**src/rtl/vending_machine_param_if.sv**
```systemverilog
// rtl/vending_machine_param_if.sv - coin/dispense signal bundle for the vending machine
//
// Purpose: groups the coin acceptor strobes and the dispenser/hopper pulses
// that pass between the front-end and vending_machine_param.
// Ports (signals):
//   pi_money_one, pi_money_half, pi_cancel  : strobes from the coin acceptor
//   po_beverage                             : one-cycle dispense pulse
//   po_money_one, po_money_half             : change/refund coin pulses
//   po_busy                                 : high while vending or paying out
//   po_credit[CREDIT_W-1:0]                 : held credit in half-units
// Modports: master = coin acceptor side, slave = vending machine.

interface vending_machine_param_if #(
  parameter int CREDIT_W = 4
);
  logic                pi_money_one;
  logic                pi_money_half;
  logic                pi_cancel;
  logic                po_beverage;
  logic                po_money_one;
  logic                po_money_half;
  logic                po_busy;
  logic [CREDIT_W-1:0] po_credit;

  modport master (
    output pi_money_one, pi_money_half, pi_cancel,
    input  po_beverage, po_money_one, po_money_half, po_busy, po_credit
  );

  modport slave (
    input  pi_money_one, pi_money_half, pi_cancel,
    output po_beverage, po_money_one, po_money_half, po_busy, po_credit
  );
endinterface

```
**src/rtl/vending_machine_param.sv**
```systemverilog
// rtl/vending_machine_param.sv - parametrised beverage vending FSM with change and refund payout
//
// Purpose: accumulates half-unit and one-unit coins against PRICE (half-units),
// vends for one cycle, then pays change (or a cancel refund) as one coin pulse
// per cycle, largest coin first.
// Ports:
//   sys_clk    : clock, all logic on the rising edge
//   sys_rst_n  : synchronous active-low reset
//   bus        : vending_machine_param_if.slave (coin strobes in, pulses/credit out)
// Optional feature: define VM_TIMEOUT_EN to build an idle counter that refunds
// held credit after TIMEOUT_CYC cycles without a coin.

module vending_machine_param #(
  parameter int PRICE       = 3,
  parameter int CREDIT_W    = 4,
  parameter int TIMEOUT_CYC = 1000
) (
  input logic                    sys_clk,
  input logic                    sys_rst_n,
  vending_machine_param_if.slave bus
);

  // Elaboration-time parameter sanity checks.
  if (PRICE < 1 || PRICE > (2 ** CREDIT_W) - 2) begin : g_bad_price
    $error("vending_machine_param: PRICE out of range for CREDIT_W");
  end
  if (TIMEOUT_CYC < 1) begin : g_bad_timeout
    $error("vending_machine_param: TIMEOUT_CYC must be at least 1");
  end

  localparam logic [CREDIT_W-1:0] PRICE_W = CREDIT_W'(PRICE);
  localparam logic [CREDIT_W-1:0] ONE_W   = CREDIT_W'(1);
  localparam logic [CREDIT_W-1:0] TWO_W   = CREDIT_W'(2);

  typedef enum logic [1:0] {
    ACCEPT = 2'd0,
    VEND   = 2'd1,
    PAYOUT = 2'd2
  } state_t;

  state_t              state;
  logic [CREDIT_W-1:0] credit;
  // In VEND this holds the full change; in PAYOUT it holds what is still owed
  // after the pulse currently on the outputs.
  logic [CREDIT_W-1:0] change;
  logic                beverage;
  logic                money_one;
  logic                money_half;
  logic                busy;

  // Both strobes together is an invalid coin and is ignored.
  logic                coin_valid;
  logic [CREDIT_W-1:0] coin_value;
  logic [CREDIT_W-1:0] sum;
  logic                timeout_hit;
  logic                refund_req;

  assign coin_valid = bus.pi_money_one ^ bus.pi_money_half;
  assign coin_value = bus.pi_money_one ? TWO_W : ONE_W;
  // Cannot overflow: credit < PRICE and a coin adds at most 2.
  assign sum        = credit + coin_value;
  assign refund_req = (bus.pi_cancel && (credit != '0)) || timeout_hit;

`ifdef VM_TIMEOUT_EN
  localparam int IDLE_W = $clog2(TIMEOUT_CYC + 1);
  localparam logic [IDLE_W-1:0] TIMEOUT_W = IDLE_W'(TIMEOUT_CYC);

  logic [IDLE_W-1:0] idle_cnt;

  assign timeout_hit = (state == ACCEPT) && (credit != '0) && !coin_valid &&
                       (idle_cnt == TIMEOUT_W);

  // Counts only while credit is held in ACCEPT with no coin arriving.
  always_ff @(posedge sys_clk) begin
    if (!sys_rst_n) begin
      idle_cnt <= '0;
    end else if ((state != ACCEPT) || coin_valid || (credit == '0) || timeout_hit) begin
      idle_cnt <= '0;
    end else begin
      idle_cnt <= idle_cnt + 1'b1;
    end
  end
`else
  assign timeout_hit = 1'b0;
`endif

  always_ff @(posedge sys_clk) begin
    if (!sys_rst_n) begin
      state      <= ACCEPT;
      credit     <= '0;
      change     <= '0;
      beverage   <= 1'b0;
      money_one  <= 1'b0;
      money_half <= 1'b0;
      busy       <= 1'b0;
    end else begin
      beverage   <= 1'b0;
      money_one  <= 1'b0;
      money_half <= 1'b0;
      case (state)
        ACCEPT: begin
          if (coin_valid && (sum >= PRICE_W)) begin
            state    <= VEND;
            change   <= sum - PRICE_W;
            credit   <= '0;
            beverage <= 1'b1;
            busy     <= 1'b1;
          end else if (coin_valid) begin
            credit <= sum;
          end else if (refund_req) begin
            // The first refund coin goes out in the very next cycle, so it is
            // issued here and only the remainder is stored.
            state  <= PAYOUT;
            credit <= '0;
            busy   <= 1'b1;
            if (credit >= TWO_W) begin
              money_one <= 1'b1;
              change    <= credit - TWO_W;
            end else begin
              money_half <= 1'b1;
              change     <= credit - ONE_W;
            end
          end
        end
        VEND, PAYOUT: begin
          if (change != '0) begin
            state <= PAYOUT;
            busy  <= 1'b1;
            if (change >= TWO_W) begin
              money_one <= 1'b1;
              change    <= change - TWO_W;
            end else begin
              money_half <= 1'b1;
              change     <= change - ONE_W;
            end
          end else begin
            state <= ACCEPT;
            busy  <= 1'b0;
          end
        end
        default: begin
          state <= ACCEPT;
          busy  <= 1'b0;
        end
      endcase
    end
  end

  assign bus.po_beverage   = beverage;
  assign bus.po_money_one  = money_one;
  assign bus.po_money_half = money_half;
  assign bus.po_busy       = busy;
  assign bus.po_credit     = credit;

endmodule

```
**src/flat_wrapper.sv**
```systemverilog
// flat-port wrapper written by rule: the top's interface ports become plain ports
module vending_machine_param_flat 
#(
  parameter int PRICE       = 3,
  parameter int CREDIT_W    = 4,
  parameter int TIMEOUT_CYC = 1000
)
  (sys_clk, sys_rst_n, bus_pi_money_one, bus_pi_money_half, bus_pi_cancel, bus_po_beverage, bus_po_money_one, bus_po_money_half, bus_po_busy, bus_po_credit);
  vending_machine_param_if #(.CREDIT_W(CREDIT_W)) bus_i ();
  input logic sys_clk;
  input logic sys_rst_n;
  input wire logic [$bits(bus_i.pi_money_one)-1:0] bus_pi_money_one;
  input wire logic [$bits(bus_i.pi_money_half)-1:0] bus_pi_money_half;
  input wire logic [$bits(bus_i.pi_cancel)-1:0] bus_pi_cancel;
  output wire logic [$bits(bus_i.po_beverage)-1:0] bus_po_beverage;
  output wire logic [$bits(bus_i.po_money_one)-1:0] bus_po_money_one;
  output wire logic [$bits(bus_i.po_money_half)-1:0] bus_po_money_half;
  output wire logic [$bits(bus_i.po_busy)-1:0] bus_po_busy;
  output wire logic [$bits(bus_i.po_credit)-1:0] bus_po_credit;
  assign bus_i.pi_money_one = bus_pi_money_one;
  assign bus_i.pi_money_half = bus_pi_money_half;
  assign bus_i.pi_cancel = bus_pi_cancel;
  assign bus_po_beverage = bus_i.po_beverage;
  assign bus_po_money_one = bus_i.po_money_one;
  assign bus_po_money_half = bus_i.po_money_half;
  assign bus_po_busy = bus_i.po_busy;
  assign bus_po_credit = bus_i.po_credit;
  vending_machine_param #(.PRICE(PRICE), .CREDIT_W(CREDIT_W), .TIMEOUT_CYC(TIMEOUT_CYC)) u_core (.sys_clk(sys_clk), .sys_rst_n(sys_rst_n), .bus(bus_i));
endmodule
```
**config.mk**
```make
export PLATFORM = sky130hd
export DESIGN_NAME = vending_machine_param_flat
export DESIGN_NICKNAME = d
export VERILOG_FILES = /design/src/rtl/vending_machine_param_if.sv /design/src/rtl/vending_machine_param.sv /design/src/flat_wrapper.sv
export SDC_FILE = /design/constraint.sdc
export NUM_CORES = 1
export LEC_CHECK = 0
export ABC_AREA = 0
export BUFFER_PORTS_ARGS = -buffer_cell sky130_fd_sc_hd__buf_2
export CAP_MARGIN = 20
export CORE_UTILIZATION = 40
export CTS_CLUSTER_DIAMETER = 200
export DETAILED_ROUTE_END_ITERATION = 10
export GPL_TIMING_DRIVEN = 0
export PLACE_DENSITY = 0.62
export SYNTH_ARGS = -nofsm -noshare
export SYNTH_HDL_FRONTEND = slang
export SYNTH_SLANG_ARGS = --single-unit
```
**constraint.sdc**
```tcl
create_clock -name sys_clk -period 3.8 [get_ports sys_clk]
set_input_delay 0.76 -clock sys_clk [delete_from_list [all_inputs] [get_ports sys_clk]]
set_output_delay 0.76 -clock sys_clk [all_outputs]
set_load 0.05 [all_outputs]
```
* Word level (Yosys, flattened, before mapping) *
Index checks and enable logic that the tools add are counted.

operators by class
  eq/ne operators = 5
  div/mod/pow operators = 0
  $mul = 0
  reduce and logical (&&, ||, !) cells = 12
  muxes and demuxes = 36
  add/sub/neg operators = 6
  $lt $le $gt $ge = 3
  bitwise gates (word level) = 1
  shifts and indexed selects = 0

operators by type and width
  kind                                                                    count
  4-bit 2-to-1 mux                                                        9
  1-bit 2-to-1 mux                                                        17
  4-bit by 2-bit >= comparator with 1-bit output (second input constant)  3
  4-bit by 2-bit subtractor with 4-bit output (second input constant)     3
  2-bit 2-to-1 mux                                                        5
  4-bit one-hot mux with 2 select lines                                   1
  4-bit nonzero test                                                      2
  4-bit by 1-bit subtractor with 4-bit output (second input constant)     2
  1-bit one-hot mux with 2 select lines                                   3
  2-bit AND reduction                                                     3
  4-bit adder                                                             1
  2-bit one-hot mux with 2 select lines                                   1
  4-bit AND reduction                                                     1
  3-bit by 1-bit != test with 1-bit output (second input constant)        1
  3-bit != test (second input constant)                                   1
  3-bit nonzero test                                                      1
  2-bit by 1-bit == test with 1-bit output (second input constant)        1
  2-bit == test (second input constant)                                   1
  1-bit logical AND                                                       2
  2-bit zero test                                                         1
  2-bit by 1-bit != test with 1-bit output (second input constant)        1
  2-bit nonzero test                                                      1
  2-bit OR reduction                                                      1
  1-bit XOR                                                               1

storage, ports and cells
  bits in registers = 14
  logic and storage cells = 70
  input port bits = 5
  memory bits (read-only) = 0
  memories kept = 0
  memory bits (writable) = 0
  latch bits = 0
  output and inout bits = 8

* Logic depth before layout (Yosys ltp) *
  depth in word-level cells = 6
  mapped depth = 12
  depth with buffers taken out = 11

* Least setup slack after synthesis *
Ideal clock, no wire load.

  path type = flip-flop to flip-flop
  start point = reg u_core.credit[1], in the netlist u_core.bus.po_credit[1]
  end point = reg u_core.change[0]
  stages on the path, launching flop included = 10
  clock period less this slack = 3,188 ps
  setup time = 70 ps
  path buffers = 0
  setup slack = 612 ps
  data required time = 3,730 ps
  arrival time = 3,118 ps
  cell sequence = dfxtp_1 > inv_1 > fa_1 > inv_1 > ha_1 > or4b_4 > o311ai_4 > mux2_1 > o22a_1 > a21oi_1

on the way
  longest elaborated chain between the ends = 6
  elaborated cells between the ends (all ways) = 14
  those cells by class = 1 x add/sub; 2 x order compare; 2 x eq/ne; 5 x mux; 4 x reduce/logical

RTL lines
  what                                                 line                          source
  from (decl)                                          vending_machine_param.sv:42   logic [CREDIT_W-1:0] credit;
  from (signal assigned)                               vending_machine_param.sv:109  credit <= sum;
  branches (longest 6 deep; another with 4-bit adder)  -
  to (signal assigned)                                 vending_machine_param.sv:104  change <= sum - PRICE_W;
  to (signal assigned)                                 vending_machine_param.sv:118  change <= credit - TWO_W;
  to (signal assigned)                                 vending_machine_param.sv:121  change <= credit - ONE_W;
  to (decl)                                            vending_machine_param.sv:45   logic [CREDIT_W-1:0] change;

Several ways; the timed one is not identified. The select of a mux whose other input is x is not followed.
A chain may end at the register's enable or synchronous reset.

* Worst setup path in the final report *
  start point = in bus_pi_money_one
  end point = reg u_core.change[1]

on the way
  longest elaborated chain between the ends = 6
  elaborated cells between the ends (all ways) = 11
  those cells by class = 2 x add/sub; 1 x order compare; 2 x eq/ne; 3 x mux; 1 x bitwise; 2 x reduce/logical

RTL lines
  what                                                                                                  line                          source
  from (decl)                                                                                           flat_wrapper.sv:12            input wire logic [$bits(bus_i.pi_money_one)-1:0] bus_pi_money_one;
  2-bit 2-to-1 mux                                                                                      vending_machine_param.sv:59   assign coin_value = bus.pi_money_one ? TWO_W : ONE_W;
  4-bit adder                                                                                           vending_machine_param.sv:61   assign sum = credit + coin_value;
  4-bit by 2-bit >= comparator with 1-bit output                                                        vending_machine_param.sv:102  if (coin_valid && (sum >= PRICE_W)) begin
  1-bit logical AND                                                                                     vending_machine_param.sv:102
  3-bit != test (no source line) (tied with other cells)                                                -
  4-bit AND reduction (no source line) / 4-bit one-hot mux with 2 select lines (equally long branches)  -

Several ways; a longest one is shown, not always the timed one.

==> results by group <==
Synthesis
  • Cells after Synth: 142
  • Ys flop type: dfxtp_1
  • Ys async rst share: 0%
  • Main combinational cell family by area after synthesis: simple AND/OR/NAND/NOR gates
  • Synthesized-area fraction occupied by adder cells: 15.2%
  • Area of the mapped netlist: 1200 µm²
  • Multiplexer area fraction after synthesis: 3.44%
  • Yosys warns: 0
  • Synth top area cells: dfxtp_1 23%, ha_1 14%, nand2_1 5.0%, inv_1 4.4%, xnor2_1 2.9%
  • Synth Area in XOR/XNOR: 4.27%
  • Synth area leader: dfxtp_1
  • Synth Net Count: 161
  • Most frequent cell after synthesis: nand2_1
  • Post-synth EDFFs: 0
  • Mean Syn Cell Area: 8.46 µm²
  • Seq/Total Area, Yosys: 23.3%
  • Top cells by count, synth: 16 x nand2_1, 14 x dfxtp_1, 14 x inv_1
  • Top cell type's share of synthesized area: 23.3%
  • Simple-gate share of the synthesized area: 23.3%
  • Library cells used by synthesis: 43
  • Synthesis-stage register bit count: 14
  • Complex-gate fraction of the synthesized area: 22.3%

Pwr
  • Flop pwr share: 26.0%
  • VDD IR max: 0.393 mV
  • Internal: 0.448 mW
  • Clock network power share: 12.5%
  • Switching Fraction: 47.2%
  • Combinational share of power: 61.5%
  • Psw: 0.401 mW
  • Pwr Density: 636 nW/µm²
  • PnR Total Power: 0.850 mW
  • Lkg Pwr: 0.601 nW

Critical path
  • Critical-path top delay cell: or4b_4
  • CP peak stage delay: 0.52 ns
  • Reg2Reg Depth: 10
  • Crit path DAT: 3.38 ns
  • Crit path top cell by count: inv_1
  • Crit path cell chain: buf_2 -> inv_1 -> ha_1 -> inv_1 -> fa_1 -> inv_1 -> ha_1 -> or4b_4 -> o311ai_4 -> buf_6 -> mux2i_1 -> o21a_1 -> a21oi_2
  • R2R Setup Slk: 0.77 ns
  • Reg-to-reg critical path startpoint: u_core.bus.po_credit[1]
  • CP max FO: 10
  • Worst reg2reg endpoint: u_core.change[1]
  • Worst setup EP type: flip-flop
  • Critical path startpoint category: primary input
  • CP startpoint: bus_pi_money_one
  • Critical path class: primary input to flip-flop
  • WP data required: 3.98 ns

Die
  • Die Ht: 56.8 µm
  • Site row count: 19
  • Core ar.: 2810 µm²
  • Die Wd: 56.8 µm
  • Initial core utilization: 42.8%
  • Die area: 3230 µm²
  • Io pins: 13

Job
  • Max Cap Viol: 0

Worst hold path
  • Hold_sp: u_core.state[0]
  • WHS Path Cells: 2
  • Hold Crit Endpoint: u_core.state[0]
  • Hold Path Class: flip-flop to flip-flop

Clock network
  • CTS root buf: clkbuf_4
  • Cts repair resizes: 0
  • H-tree lvl count: 1
  • Worst-path clk slew: 0.09 ns
  • Clock net sink count: 14
  • Clk_lat worst skew: 0.28 ns
  • CTS tree: yes
  • Hold_buf cts: 0
  • Setup Fix Bufs, Post-CTS: 0
  • Clock Tree Buf Depth: 2
  • Num CTS Buffers: 3

STA
  • Fmax: 312 MHz
  • Final hold violation count: 0
  • Setup-failing EPs final: 0
  • Pins over their slew limit: 0
  • RSZ-0062 raised after global routing: no
  • Slew @ Worst Pin: 0.482 ns
  • Sum Neg Setup Slack: 0 ns
  • Crit share post-route: 84.3%
  • Slew Limit Headroom: 67.9%
  • Fin Clk Skew: 0.00814 ns
  • Period minus WS final: 3.20 ns

Layout
  • Storage element area: 280 µm²
  • Post-layout nets: 178
  • Synthesis-to-finish area growth: 11.2%
  • Multi-input logic area: 823 µm²
  • Antenna diodes: 0
  • Share of post-route cells with drive strength above 1: 18.4%
  • Fillers: 269

GRT
  • Gr ovfl total: 0
  • Initial antenna violation count: 0
  • Vias in the first global route: 997
  • First-pass GRT wire length: 4500 µm
  • Pin count of the biggest net entering global routing: 11
  • Global Route Usage Sum: 17.9%

Drt
  • ANT nets after route: 0
  • Routed vias: 1054
  • DRC: 2
  • Detail-routed via count per cell: 5.58
  • Routed wire length: 2600 µm
  • Iteration-0 DRC Markers: 30
  • WL per Instance: 13.7 µm
  • DRT Pass-1 Iters: 7

Placement
  • HPWL Detailed: 2060 µm
  • I/O Buffers: 12
  • Routability cong.: 0.841

Run status
  • Failing checks: DRC
  • Status: complete, but fails checks
[power groups by stage]
stage	sequential, mW	combinational (mW)	clock (mW)
after detailed placement	0.222	0.520	0
after global routing	0.225	0.586	0.117
after floorplan	0.264	0.370	0
after CTS	0.220	0.522	0.111
after global placement	0.222	0.504	0
final	0.221	0.523	0.106
[worst max path at each step]
stage / endpoint / slack [ns] / depth (start not counted)
final: u_core.change[1] / 0.60 / 13
after global routing: u_core.change[1] / 0.46 / 13
after CTS: u_core.change[1] / 0.59 / 13
after detailed placement: u_core.change[1] / 0.28 / 13
after global placement: u_core.change[1] / 0.34 / 13
after floorplan: u_core.change[0] / 0.61 / 9
[metrics by stage]
step	utilization (%)	setup slack, ns	instances	hold slack (ns)	area (µm²)
5_1_grt	47.6	0.459	189	0.537	1340
3_5_place_dp	46.3	0.275	185	0.476	1300
3_3_place_gp	46.3	0.337	185	0.471	1300
2_1_floorplan	-	0.612	142	0.451	1200
4_1_cts	47.6	0.592	189	0.490	1340
6_report	47.6	0.598	189	0.489	1340
[state kept, by name (all words and copies together) (netlist names)]
register and cells:
u_core.bus.po_credit 4, u_core.bus.po_beverage 1, u_core.bus.po_money_one 1, u_core.bus.po_busy 1, u_core.change 4, u_core.state 2, u_core.bus.po_money_half 1
[layout make-up]
type,instances,share of cell area (%)
Tap cell,31,2.90
Buffer,6,3.09
Multi-Input combinational cell,107,61.6
Sequential cell,14,21.0
Clock buffer,4,2.72
Inverter,15,4.21
Timing Repair Buffer,12,4.49
[worst max-delay path: cells and delay by family]
| family | cells | cell delay (ns) |
|---|---|---|
| compound gates | 3 | 0.32 |
| fa+ha+maj | 3 | 0.96 |
| buf+inv | 5 | 0.56 |
| mux | 1 | 0.24 |
| simple gates | 1 | 0.52 |
[cell usage in the layout, fill, tap and decap left out, types with 2 or more instances in the layout]
cell type   n
nand2b_1    4
a21oi_1     6
nand3_1     4
xnor2_1     4
buf_6       2
o21ai_1     5
nor2_1      3
nand2_1    16
a211o_1     2
dfxtp_1    14
a31oi_1     2
clkbuf_1    3
clkbuf_4    3
buf_2      12
a21oi_2     2
a21boi_1    3
o21ai_0     6
nor2b_1     4
nand4_1     3
and3_1      3
mux2i_1     3
and3b_1     2
nor3_1      2
o22ai_1     3
ha_1       13
inv_1      14
[logic make-up (layout without fill, tap and decap cells)]
| kind of cell | count (synthesis) | after routing |
|---|---|---|
| adders and majority gates | 14 | 14 |
| buffers and inverters | 21 | 37 |
| xor gates and xnor gates | 5 | 5 |
| and+or+nand+nor | 47 | 47 |
| AOI/OAI and AO/OA | 37 | 37 |
| muxes | 4 | 4 |
| DFF | 14 | 14 |
[routing by layer]
metal  vias up  routed length, µm  GRT usage, %
met5         -                  0             0
met2        22               1230          29.3
met4         0                 19          2.09
met1       491               1260          24.2
li1        539                  -             -
met3         2                 96          4.84
No activity file was read; power rests on OpenSTA's default activity.
